**src/rtl/jt900h_muldiv_pkg.sv**
```systemverilog
// Shared op codes and FSM encoding for the
// iterative multiply/divide unit.
package jt900h_muldiv_pkg;

  localparam logic [1:0] MULU_OP = 2'd0;
  localparam logic [1:0] MULS_OP = 2'd1;
  localparam logic [1:0] DIVU_OP = 2'd2;
  localparam logic [1:0] DIVS_OP = 2'd3;

  typedef enum logic [2:0] {
    ST_IDLE,
    ST_CHECK,
    ST_RUN,
    ST_FIX,
    ST_FIN
  } state_e;

endpackage

```
**src/rtl/jt900h_muldiv_step.sv**
```systemverilog
// One shift-add (multiply) or restoring
// shift-subtract (divide) step, W+1 bits wide.
module jt900h_muldiv_step #(
  parameter int W = 16
) (
  input  logic         div,
  input  logic [W-1:0] hi,
  input  logic [W-1:0] lo,
  input  logic [W-1:0] b,
  output logic [W-1:0] hi_o,
  output logic [W-1:0] lo_o
);

  logic [W:0] sh;
  logic [W:0] dif;
  logic [W:0] sum;

  always_comb begin
    sh  = {hi, lo[W-1]};
    dif = sh - {1'b0, b};
    sum = {1'b0, hi} + (lo[0] ? {1'b0, b} : '0);
    if (div) begin
      // dif[W] is the borrow of the trial subtraction
      hi_o = dif[W] ? sh[W-1:0] : dif[W-1:0];
      lo_o = {lo[W-2:0], ~dif[W]};
    end else begin
      hi_o = sum[W:1];
      lo_o = {sum[0], lo[W-1:1]};
    end
  end

endmodule

```
**src/rtl/jt900h_muldiv.sv**
```systemverilog
// Iterative signed/unsigned multiply and divide,
// one result bit per clock-enabled cycle.
module jt900h_muldiv
  import jt900h_muldiv_pkg::*;
#(
  parameter int W = 16
) (
  input  logic           clk,
  input  logic           rst_n,
  input  logic           cen,
  input  logic           start,
  input  logic [1:0]     op,
  input  logic [2*W-1:0] a,
  input  logic [W-1:0]   b,
  output logic           busy,
  output logic           done,
  output logic [2*W-1:0] rslt,
  output logic           v,
  output logic           dz
);

  localparam int CW = $clog2(W + 1);
  localparam logic [CW-1:0] LAST = CW'(W - 1);

  state_e         st_q, st_d;
  logic [CW-1:0]  cnt_q, cnt_d;
  logic [2*W-1:0] acc_q, acc_d;
  logic [2*W-1:0] rslt_q, rslt_d;
  logic [W-1:0]   b_q, b_d;
  logic [1:0]     op_q, op_d;
  logic           qneg_q, qneg_d;
  logic           rneg_q, rneg_d;
  logic           ovf_q, ovf_d;
  logic           early_q, early_d;
  logic           v_q, v_d;
  logic           dz_q, dz_d;

  logic           is_div, is_sgn, accept;
  logic           a_neg, b_neg;
  logic [2*W-1:0] a_mag, p_fix;
  logic [W-1:0]   lo_mag, b_mag;
  logic [W-1:0]   q_mag, r_mag, q_fix, r_fix, lim;
  logic [W-1:0]   step_hi, step_lo;

  assign is_div = op_q inside {DIVU_OP, DIVS_OP};
  assign is_sgn = !(op_q inside {MULU_OP, DIVU_OP});
  assign accept = start &&
                  (st_q == ST_IDLE || st_q == ST_FIN);

  jt900h_muldiv_step #(.W(W)) u_step (
    .div  (is_div),
    .hi   (acc_q[2*W-1:W]),
    .lo   (acc_q[W-1:0]),
    .b    (b_q),
    .hi_o (step_hi),
    .lo_o (step_lo)
  );

  always_comb begin
    a_neg  = is_sgn &
             (is_div ? acc_q[2*W-1] : acc_q[W-1]);
    b_neg  = is_sgn & b_q[W-1];
    a_mag  = a_neg ? -acc_q : acc_q;
    lo_mag = a_neg ? -acc_q[W-1:0] : acc_q[W-1:0];
    b_mag  = b_neg ? -b_q : b_q;
    q_mag  = acc_q[W-1:0];
    r_mag  = acc_q[2*W-1:W];
    q_fix  = qneg_q ? -q_mag : q_mag;
    r_fix  = rneg_q ? -r_mag : r_mag;
    p_fix  = qneg_q ? -acc_q : acc_q;
    // largest legal magnitude: 2^(W-1) if negative
    lim    = {qneg_q, {(W-1){~qneg_q}}};
  end

  always_comb begin
    st_d    = st_q;
    cnt_d   = cnt_q;
    acc_d   = acc_q;
    rslt_d  = rslt_q;
    b_d     = b_q;
    op_d    = op_q;
    qneg_d  = qneg_q;
    rneg_d  = rneg_q;
    ovf_d   = ovf_q;
    early_d = early_q;
    v_d     = v_q;
    dz_d    = dz_q;
    unique case (st_q)
      ST_IDLE: ;
      ST_CHECK: begin
        st_d    = ST_RUN;
        cnt_d   = '0;
        early_d = 1'b0;
        b_d     = b_mag;
        qneg_d  = a_neg ^ b_neg;
        rneg_d  = a_neg;
        ovf_d   = is_sgn &&
                  (a_mag[2*W-1:W] >= b_mag);
        acc_d   = is_div ? a_mag
                         : {{W{1'b0}}, lo_mag};
        if (is_div && b_q == '0) begin
          st_d    = ST_FIX;
          early_d = 1'b1;
          rslt_d  = acc_q;
          v_d     = 1'b1;
          dz_d    = 1'b1;
        end else if (is_div && !is_sgn &&
                     acc_q[2*W-1:W] >= b_q) begin
          st_d    = ST_FIX;
          early_d = 1'b1;
          rslt_d  = acc_q;
          v_d     = 1'b1;
          dz_d    = 1'b0;
        end
      end
      ST_RUN: begin
        acc_d = {step_hi, step_lo};
        cnt_d = cnt_q + CW'(1);
        if (cnt_q == LAST) st_d = ST_FIX;
      end
      ST_FIX: begin
        st_d = ST_FIN;
        if (!early_q) begin
          rslt_d = is_div ? {r_fix, q_fix} : p_fix;
          v_d    = is_div && is_sgn &&
                   (ovf_q || q_mag > lim);
          dz_d   = 1'b0;
        end
      end
      ST_FIN: st_d = ST_IDLE;
      default: st_d = ST_IDLE;
    endcase
    if (accept) begin
      st_d  = ST_CHECK;
      acc_d = a;
      b_d   = b;
      op_d  = op;
    end
  end

  always_ff @(posedge clk or negedge rst_n) begin
    if (!rst_n) begin
      st_q    <= ST_IDLE;
      cnt_q   <= '0;
      acc_q   <= '0;
      rslt_q  <= '0;
      b_q     <= '0;
      op_q    <= '0;
      qneg_q  <= 1'b0;
      rneg_q  <= 1'b0;
      ovf_q   <= 1'b0;
      early_q <= 1'b0;
      v_q     <= 1'b0;
      dz_q    <= 1'b0;
    end else if (cen) begin
      st_q    <= st_d;
      cnt_q   <= cnt_d;
      acc_q   <= acc_d;
      rslt_q  <= rslt_d;
      b_q     <= b_d;
      op_q    <= op_d;
      qneg_q  <= qneg_d;
      rneg_q  <= rneg_d;
      ovf_q   <= ovf_d;
      early_q <= early_d;
      v_q     <= v_d;
      dz_q    <= dz_d;
    end
  end

  assign busy = st_q inside {ST_CHECK, ST_RUN, ST_FIX};
  assign done = (st_q == ST_FIN);
  assign rslt = rslt_q;
  assign v    = v_q;
  assign dz   = dz_q;

endmodule

```
**config.mk**
```make
export PLATFORM = sky130hd
export DESIGN_NAME = jt900h_muldiv
export DESIGN_NICKNAME = d
export VERILOG_FILES = /design/src/rtl/jt900h_muldiv_pkg.sv /design/src/rtl/jt900h_muldiv_step.sv /design/src/rtl/jt900h_muldiv.sv
export SDC_FILE = /design/constraint.sdc
export NUM_CORES = 1
export LEC_CHECK = 0
export BUFFER_PORTS_ARGS = -buffer_cell sky130_fd_sc_hd__buf_2
export CORE_UTILIZATION = 38
export DETAILED_ROUTE_END_ITERATION = 6
export SLEW_MARGIN = 15
export SYNTH_ARGS = -nofsm -noshare
export SYNTH_HDL_FRONTEND = slang
export SYNTH_SLANG_ARGS = --single-unit
```
**constraint.sdc**
```tcl
create_clock -name clk -period 6.99 [get_ports clk]
set_input_delay 1.0485 -clock clk [delete_from_list [all_inputs] [get_ports clk]]
set_output_delay 1.0485 -clock clk [all_outputs]
set_load 0.02 [all_outputs]
```
* Word-level counts from Yosys, hierarchy flattened *
Cells that the tools add are included.

storage, ports and cells
  output and inout bits = 36
  logic and storage cells = 105
  flip-flop bits (word level) = 96
  input bits = 54

cells by class
  bitwise logic cells = 5
  add/subtract/negate cells = 7
  reductions and logical operators = 28
  equal/unequal tests = 12
  order comparisons = 3
  mux-type cells = 37

operators with widths
  operator             count
  $mux 32              8
  $mux 16              10
  $pmux 32 s2          2
  $neg 16->16          3
  $ge 16x16->1         2
  $neg 32->32          1
  $add 16x17->17       1
  $sub 17x16->17       1
  $gt 16x16->1         1
  $logic_not 16->1     1
  $pmux 3 s4           1
  $mux 1               11
  $pmux 5 s2           1
  $reduce_and 2->1     5
  $reduce_bool 2->1    5
  $ne 3x3->1 const B   3
  $logic_and 1x1->1    7
  $eq 3x2->1 const B   2
  $mux 3               2
  $reduce_and 3->1     2
  $reduce_bool 3->1    2
  $add 5x1->5 const B  1
  $eq 5x4->1 const B   1
  $eq 2x2->1 const B   2
  other kinds (12)     17

* Depth between registers and ports, before layout *
Gate-level depths: netlist of the first run.

  word-level depth = 8
  mapped depth = 18
  depth with buffers taken out = 16

* Modules after synthesis *
A second synthesis of the first run with hierarchy kept.

unflattened totals
  cells, all modules = 1194
  area total of the unflattened synthesis = 9801.9 um^2

modules (own cells, without submodules)
  module              area an instance (um^2)  cells each  instances
  jt900h_muldiv       7639.8                   894         1
  jt900h_muldiv_step  2162.1                   300         1

* Worst setup path after synthesis of the first run *
No wires, ideal clock.

  kind = flip-flop to flip-flop
  start point = reg acc_q[0]
  end point = reg ovf_q
  stages on the path, launching flop included = 19
  arrival = 4103 ps
  path slack = 2761 ps
  clock period less this slack = 4229 ps
  path buffers = 2
  cells stage by stage = dfrtp_1 > inv_1 > clkbuf_1 > ha_1 > or4b_2 > nor3_1 > and3_1 > clkbuf_1 > nor2_1 > xnor2_1 > ha_1 > nand2b_1 > a21o_1 > a21o_1 > a21oi_1 > o21ai_0 > a21o_1 > a211oi_1 > nor3_1

between the ends
  longest elaborated chain between the ends = 4

RTL lines
  element                   RTL line              RTL
  start: declaration        jt900h_muldiv.sv:27   logic [2*W-1:0] acc_q, acc_d;
  start signal: assignment  jt900h_muldiv.sv:145  acc_q <= '0;
  start signal: assignment  jt900h_muldiv.sv:158  acc_q <= acc_d;
  $neg 32->32               jt900h_muldiv.sv:63   a_mag = a_neg ? -acc_q : acc_q;
  $mux 32                   jt900h_muldiv.sv:63
  $ge 16x16->1              jt900h_muldiv.sv:98   (a_mag[2*W-1:W] >= b_mag);
  $logic_and 1x1->1         jt900h_muldiv.sv:97   ovf_d = is_sgn &&
  end signal: assignment    jt900h_muldiv.sv:164  ovf_q <= ovf_d;
  end: declaration          jt900h_muldiv.sv:33   logic ovf_q, ovf_d;

No other way between the ends. The select of a mux whose other input is x is not followed.
A chain may end at the register's enable or synchronous reset.

* Final worst setup path of the first run *
Ends and elaborated chain as after synthesis.

==> flow_summary.ini, run 1 <==
[detailed_routing]
dr.pass1.iters = 5
drtIter0Drc = 836
vias = 9213
via_per_inst = 6.00
ant_nets = 0
drc_errors = 0
wl_per_cell_um = 20.8
drt-total-wl_mm = 31.9

[timing]
clock_skew_ps = 15.9
maxSlewViolCount = 0
hold_ws_ps = 490
final_hold_viol_count = 0
finalSetupTns_ps = 0
fmax_mhz = 214
fin_crit_sh_pct = 66.8
period_needed_ps = 4670
setup_viol_count_final = 0
max_slew_margin_pct = 29.7
worstMarginPinSlew_ps = 1050
rsz0062_at_grt = no

[grt]
grt-ovfl-total = 0
grt_max_degree = 56
grt_pass1_wl_mm = 49.7
first_global_vias = 8586
grt_antenna_before_repair = 0
grt_usage_pct = 26.2

[layout]
nets = 1352
area_growth_syn_to_layout_pct = 10.4
antenna_cells = 0
fillers = 2467
drive_above_1_share_pct = 13.3
stdcell_count = 1535

[critical_path]
worstPathArrival_ps = 4930
crit_required_ps = 7250
crit_path_end_kind = register
cp_max_fo = 17
path_class = reg2reg
start_kind = register
r2r_slack_ps = 2320

[floorplan]
core_um2 = 23700
die_x_um = 158
die_h_um = 158
start_util_pct = 39.2
dieArea_um2 = 25100
ios = 90
num_rows = 56

[cts]
clock-sinks = 96
ctsHoldBuffers = 0
clkSlewWorstSetupHoldPaths_ps = 80
cts_setup_buffers = 0
cts_buffer_depth = 2
h-tree-depth = 3
cts_tree = yes
cts_resized = 0
clock_latency_ps = 370
cts_made_buffers = 9
clock-root-buffer = clkbuf_16

[place]
gp_congestion = 0.994
hpwl_mm = 23.6
place_inst = 1519
portBuffers = 89

[logic_synthesis]
synth-warning-count = 0
synth_area_leaders = dfrtp_1, ha_1, o21ai_0
ys_seq_area_share_pct = 25.9
synth_edf_count = 0
synth_ff_type = dfrtp_1
netlist_area_um2 = 9280
synth.distinct_cells = 71
postSynthCellCount = 1173
yosys.area.top_type = dfrtp_1
postSynth.asyncResetShare_pct = 100
synth_top_area_share_pct = 25.9
synth-seq-cells = 96
syn_avg_cell_area_um2 = 7.91
synth_nets = 1314

[pwr]
leakagePower_nw = 4.48
p_per_area_nw_per_um2 = 604
ir_worst_vdd_uv = 210

[job]
cap_violations = 0

[worst_hold_path]
min_path_type = reg2reg

[outcome]
status = finished clean
-- through the flow --
step / setup WS [ps] / utilization (%) / power, mW / cell area [um^2]
finish: 2320 / 43.3 / 6.19 / 10200
global route: 1970 / 43.3 / 6.71 / 10200
CTS: 2360 / 43.3 / 6.10 / 10200
detailed placement: 2380 / 42.0 / 5.54 / 9940
global placement: 2490 / 42.0 / 5.51 / 9940
floorplan: 2760 / - / 4.33 / 9280
-- report_power, final --
group	leakage [nW]	switching, mW	internal (mW)
clock network	0.145	0.251	0.288
logic	3.17	2.66	1.69
registers	1.17	0.480	0.821
-- cell usage after synthesis, drive strengths merged, types with 23 or more instances --
master,n
a21o,24
o211ai,25
xnor2,56
clkbuf,65
a21oi,80
nand3,23
mux2,25
ha,85
nand2,110
nor2,90
inv,45
nor3,31
o21ai,131
dfrtp,96
a211oi,24
-- layout by cell type, fill, tap and decap left out, types with 6 or more instances in the layout --
master and count:
a211oi_1 24, a21o_1 24, a21oi_1 80, a31oi_1 21, and3_1 14, buf_2 88, buf_4 14, clkbuf_16 9
dfrtp_1 95, ha_1 85, inv_1 45, mux2_2 25, mux2i_1 9, nand2_1 109, nand2b_1 13, nand3_1 23
nand4_1 11, nor2_1 90, nor2b_1 10, nor3_1 30, nor4_1 11, o211ai_1 25, o21a_1 12, o21ai_0 129
o221ai_1 8, o22a_1 9, o22ai_1 12, o31ai_1 11, or2_2 6, or3_1 9, xnor2_1 56, xor2_1 22
-- critical path, cell delays in order (launching register included) --
cell,delay [ps]
dfrtp_1,430
inv_1,480
ha_1,330
or4b_2,670
nor3_1,320
and3_1,510
nor2_1,100
xnor2_1,220
ha_1,260
nand2b_1,140
a21o_1,170
a21o_1,170
a21oi_1,140
o21ai_0,110
a21o_1,210
a211oi_1,230
nor3_1,70
-- final timing paths --
check / start / end / cells past startpoint
min reg2reg: rslt[30] / rslt[30] / 1
min in group asynchronous: rst_n / b_q[6] / 1
max reg2reg: acc_q[0] / ovf_q / 16
max: acc_q[0] / ovf_q / 16
min: rslt[30] / rslt[30] / 1
max in group asynchronous: rst_n / op_q[1] / 2
-- cells by family after synthesis --
group	Yosys count	share of synthesized area, %
xor+xnor	78	7.36
simple gates	352	18.0
fa+ha+maj	87	11.9
mux	34	4.00
flops	96	25.9
buf+inv	121	5.12
compound gates	405	27.7
-- sequential cells by signal (all words and copies together), names as in the netlist --
register	count
qneg_q	1
early_q	1
ovf_q	1
v	1
dz	1
rslt	32
cnt_q	5
b_q	16
acc_q	32
op_q	2
rneg_q	1
st_q	3
-- area by class of cell --
class                   instances  area, um^2  share of cell area (%)
flip-flops and latches         96        2400                    23.5
multi-input cells             956        6420                    62.7
clock buffers                  11         243                    2.37
repair buffers                102         546                    5.33
clock inverters                 5        56.3                   0.550
well taps                     319         399                    3.90
inverters                      46         173                    1.69
-- metal layers --
| layer | vias up | global-route usage [%] | share of wire [%] |
|---|---|---|---|
| li1 | 4391 | - | - |
| met1 | 4376 | 36.8 | 46 |
| met2 | 380 | 39.2 | 43 |
| met3 | 66 | 4.68 | 8.1 |
| met4 | 0 | 10.7 | 3.4 |
| met5 | - | 0 | 0 |
No activity file was read; power rests on OpenSTA's default activity.
==> inputs of run 2 (changes only) <==
Clock period 6.99 ns to 4.3 ns, I/O delays scaled along.
==> flow_summary.ini, run 2 (synthesis gave the netlist of run 1 again) <==
[place]
gp_congestion = 0.971
hpwl_mm = 24.5
portBuffers = 89
dp_slack_ps = 432
place_inst = 1542

[critical_path]
worst-path-buf-inv = 1
worstPathArrival_ps = 4180
crit_path_end_kind = register
crit_required_ps = 4540
crit_top_cell = a21o_1
worst_path_max_delay_cell = or4b_2
path_cells = inv_1 > ha_1 > or4b_2 > nor3_1 > and3_1 > nor2_1 > xnor2_1 > ha_1 > nand2b_1 > a21o_1 > a21o_1 > a21oi_1 > o21ai_0 > a21o_1 > a211oi_1 > nor3_1
slowest_delay_ps = 680
start_kind = register
crit_family = simple AND/OR/NAND/NOR gates
path_class = reg2reg
cp_max_fo = 5

[cts]
clock_latency_ps = 370
clock-root-buffer = clkbuf_16
cts_buffer_depth = 2
cts_resized = 0
clock-sinks = 96
clkSlewWorstSetupHoldPaths_ps = 80
h-tree-depth = 3
ctsHoldBuffers = 0
cts_made_buffers = 9
cts_setup_buffers = 0
cts_tree = yes

[timing]
fmax_mhz = 254
setup_ws_ps = 359
period_needed_ps = 3940
setup_viol_count_final = 0
clock_skew_ps = 17.7
max_slew_margin_pct = 45.3
worstMarginPinSlew_ps = 818
maxSlewViolCount = 0
final_hold_viol_count = 0
finalSetupTns_ps = 0
fin_crit_sh_pct = 91.7
rsz0062_at_grt = no

[grt]
use_met1_pct = 37.7
grt_usage_pct = 26.4
grt_antenna_before_repair = 0
top_usage_layer = met2
grt-ovfl-total = 0
grt_max_degree = 55
grt_pass1_wl_mm = 50.3
first_global_vias = 8584
grt_use_met3_pct = 2.94
grt_use_met2_pct = 41.0

[floorplan]
die_x_um = 158
dieArea_um2 = 25100
start_util_pct = 39.2
ios = 90
num_rows = 56
die_h_um = 158
core_um2 = 23700

[detailed_routing]
vias = 9194
drtIter0Drc = 805
ant_nets = 0
via_per_inst = 5.90
wl_per_cell_um = 20.8
drt-total-wl_mm = 32.3
drc_errors = 0
dr.pass1.iters = 5

[pwr]
total_power_mw = 10.2
ir_worst_vdd_uv = 333
leakagePower_nw = 4.59
p_per_area_nw_per_um2 = 978

[layout]
layout_commonest_cell = o21ai_0
drive_above_1_share_pct = 14.9
area_growth_syn_to_layout_pct = 12.2
ff_latch_area_um2 = 2400
stdcell_count = 1558
layout_common_cells = o21ai_0, nand2_1, dfrtp_1, nor2_1, buf_2
multiInputGateArea_um2 = 6420
nets = 1375
fillers = 2488
antenna_cells = 0

[worst_hold_path]
min_path_type = in2async

[job]
cap_violations = 0

[outcome]
status = finished clean
## run 2: cell count changes in the layout (fill, tap and decap cells not counted)
cell	delta
buf_12	+1
buf_4	+22
bufinv_16	-1
clkbuf_8	+1
clkinv_2	-1
clkinv_4	+1
## run 2: worst register-to-register path: cells and delay by family, from the launching register on
kind                     cells  cell delay [ps]
buffers and inverters        1              120
XOR/XNOR                     1              220
AO/OA/AOI/OAI                6             1000
adder cells (fa/ha/maj)      2              490
flip-flops                   1              410
AND/OR/NAND/NOR              6             1580
## run 2: layer usage
layer | routed length (um) | vias up | part of all wire [%]
met5 | 0 | - | 0
met4 | 874 | 0 | 2.7
met3 | 1900 | 51 | 5.9
met2 | 14300 | 328 | 44
met1 | 15300 | 4369 | 47
li1 | - | 4446 | -
## run 2: area by class of cell
class / instances / area share (%)
clock buffers: 12 / 2.46
clock inverters: 4 / 0.288
inverters: 46 / 1.66
multi-input cells: 956 / 61.7
flip-flops and latches: 96 / 23.1
well taps: 319 / 3.83
repair buffers: 125 / 7.02
## run 2: per-stage QoR
step | area [um^2] | hold slack (ps) | util (%)
after floorplan | 9280 | 349 | -
after global placement | 10100 | 466 | 42.8
after detailed placement | 10100 | 480 | 42.8
after CTS | 10400 | 268 | 44.0
after global routing | 10400 | 296 | 44.0
final | 10400 | 260 | 44.0
## run 2: worst paths after layout
path                       slack, ps  depth (start not counted)        to     start
max                              360                         16     ovf_q  acc_q[1]
min                              260                          1    b_q[8]     rst_n
max reg2reg                      360                         16     ovf_q  acc_q[1]
min reg2reg                      490                          1  rslt[30]  rslt[30]
max in group asynchronous       3130                          2  rslt[22]     rst_n
min in group clk                 490                          1  rslt[30]  rslt[30]
## run 2: report_power, final
part	internal [mW]	total [mW]	switching, mW	leakage (nW)
clock	0.427	0.816	0.389	0.139
sequential	1.34	2.00	0.669	1.17
combinational	2.89	7.36	4.47	3.28
total	4.65	10.2	5.53	4.59
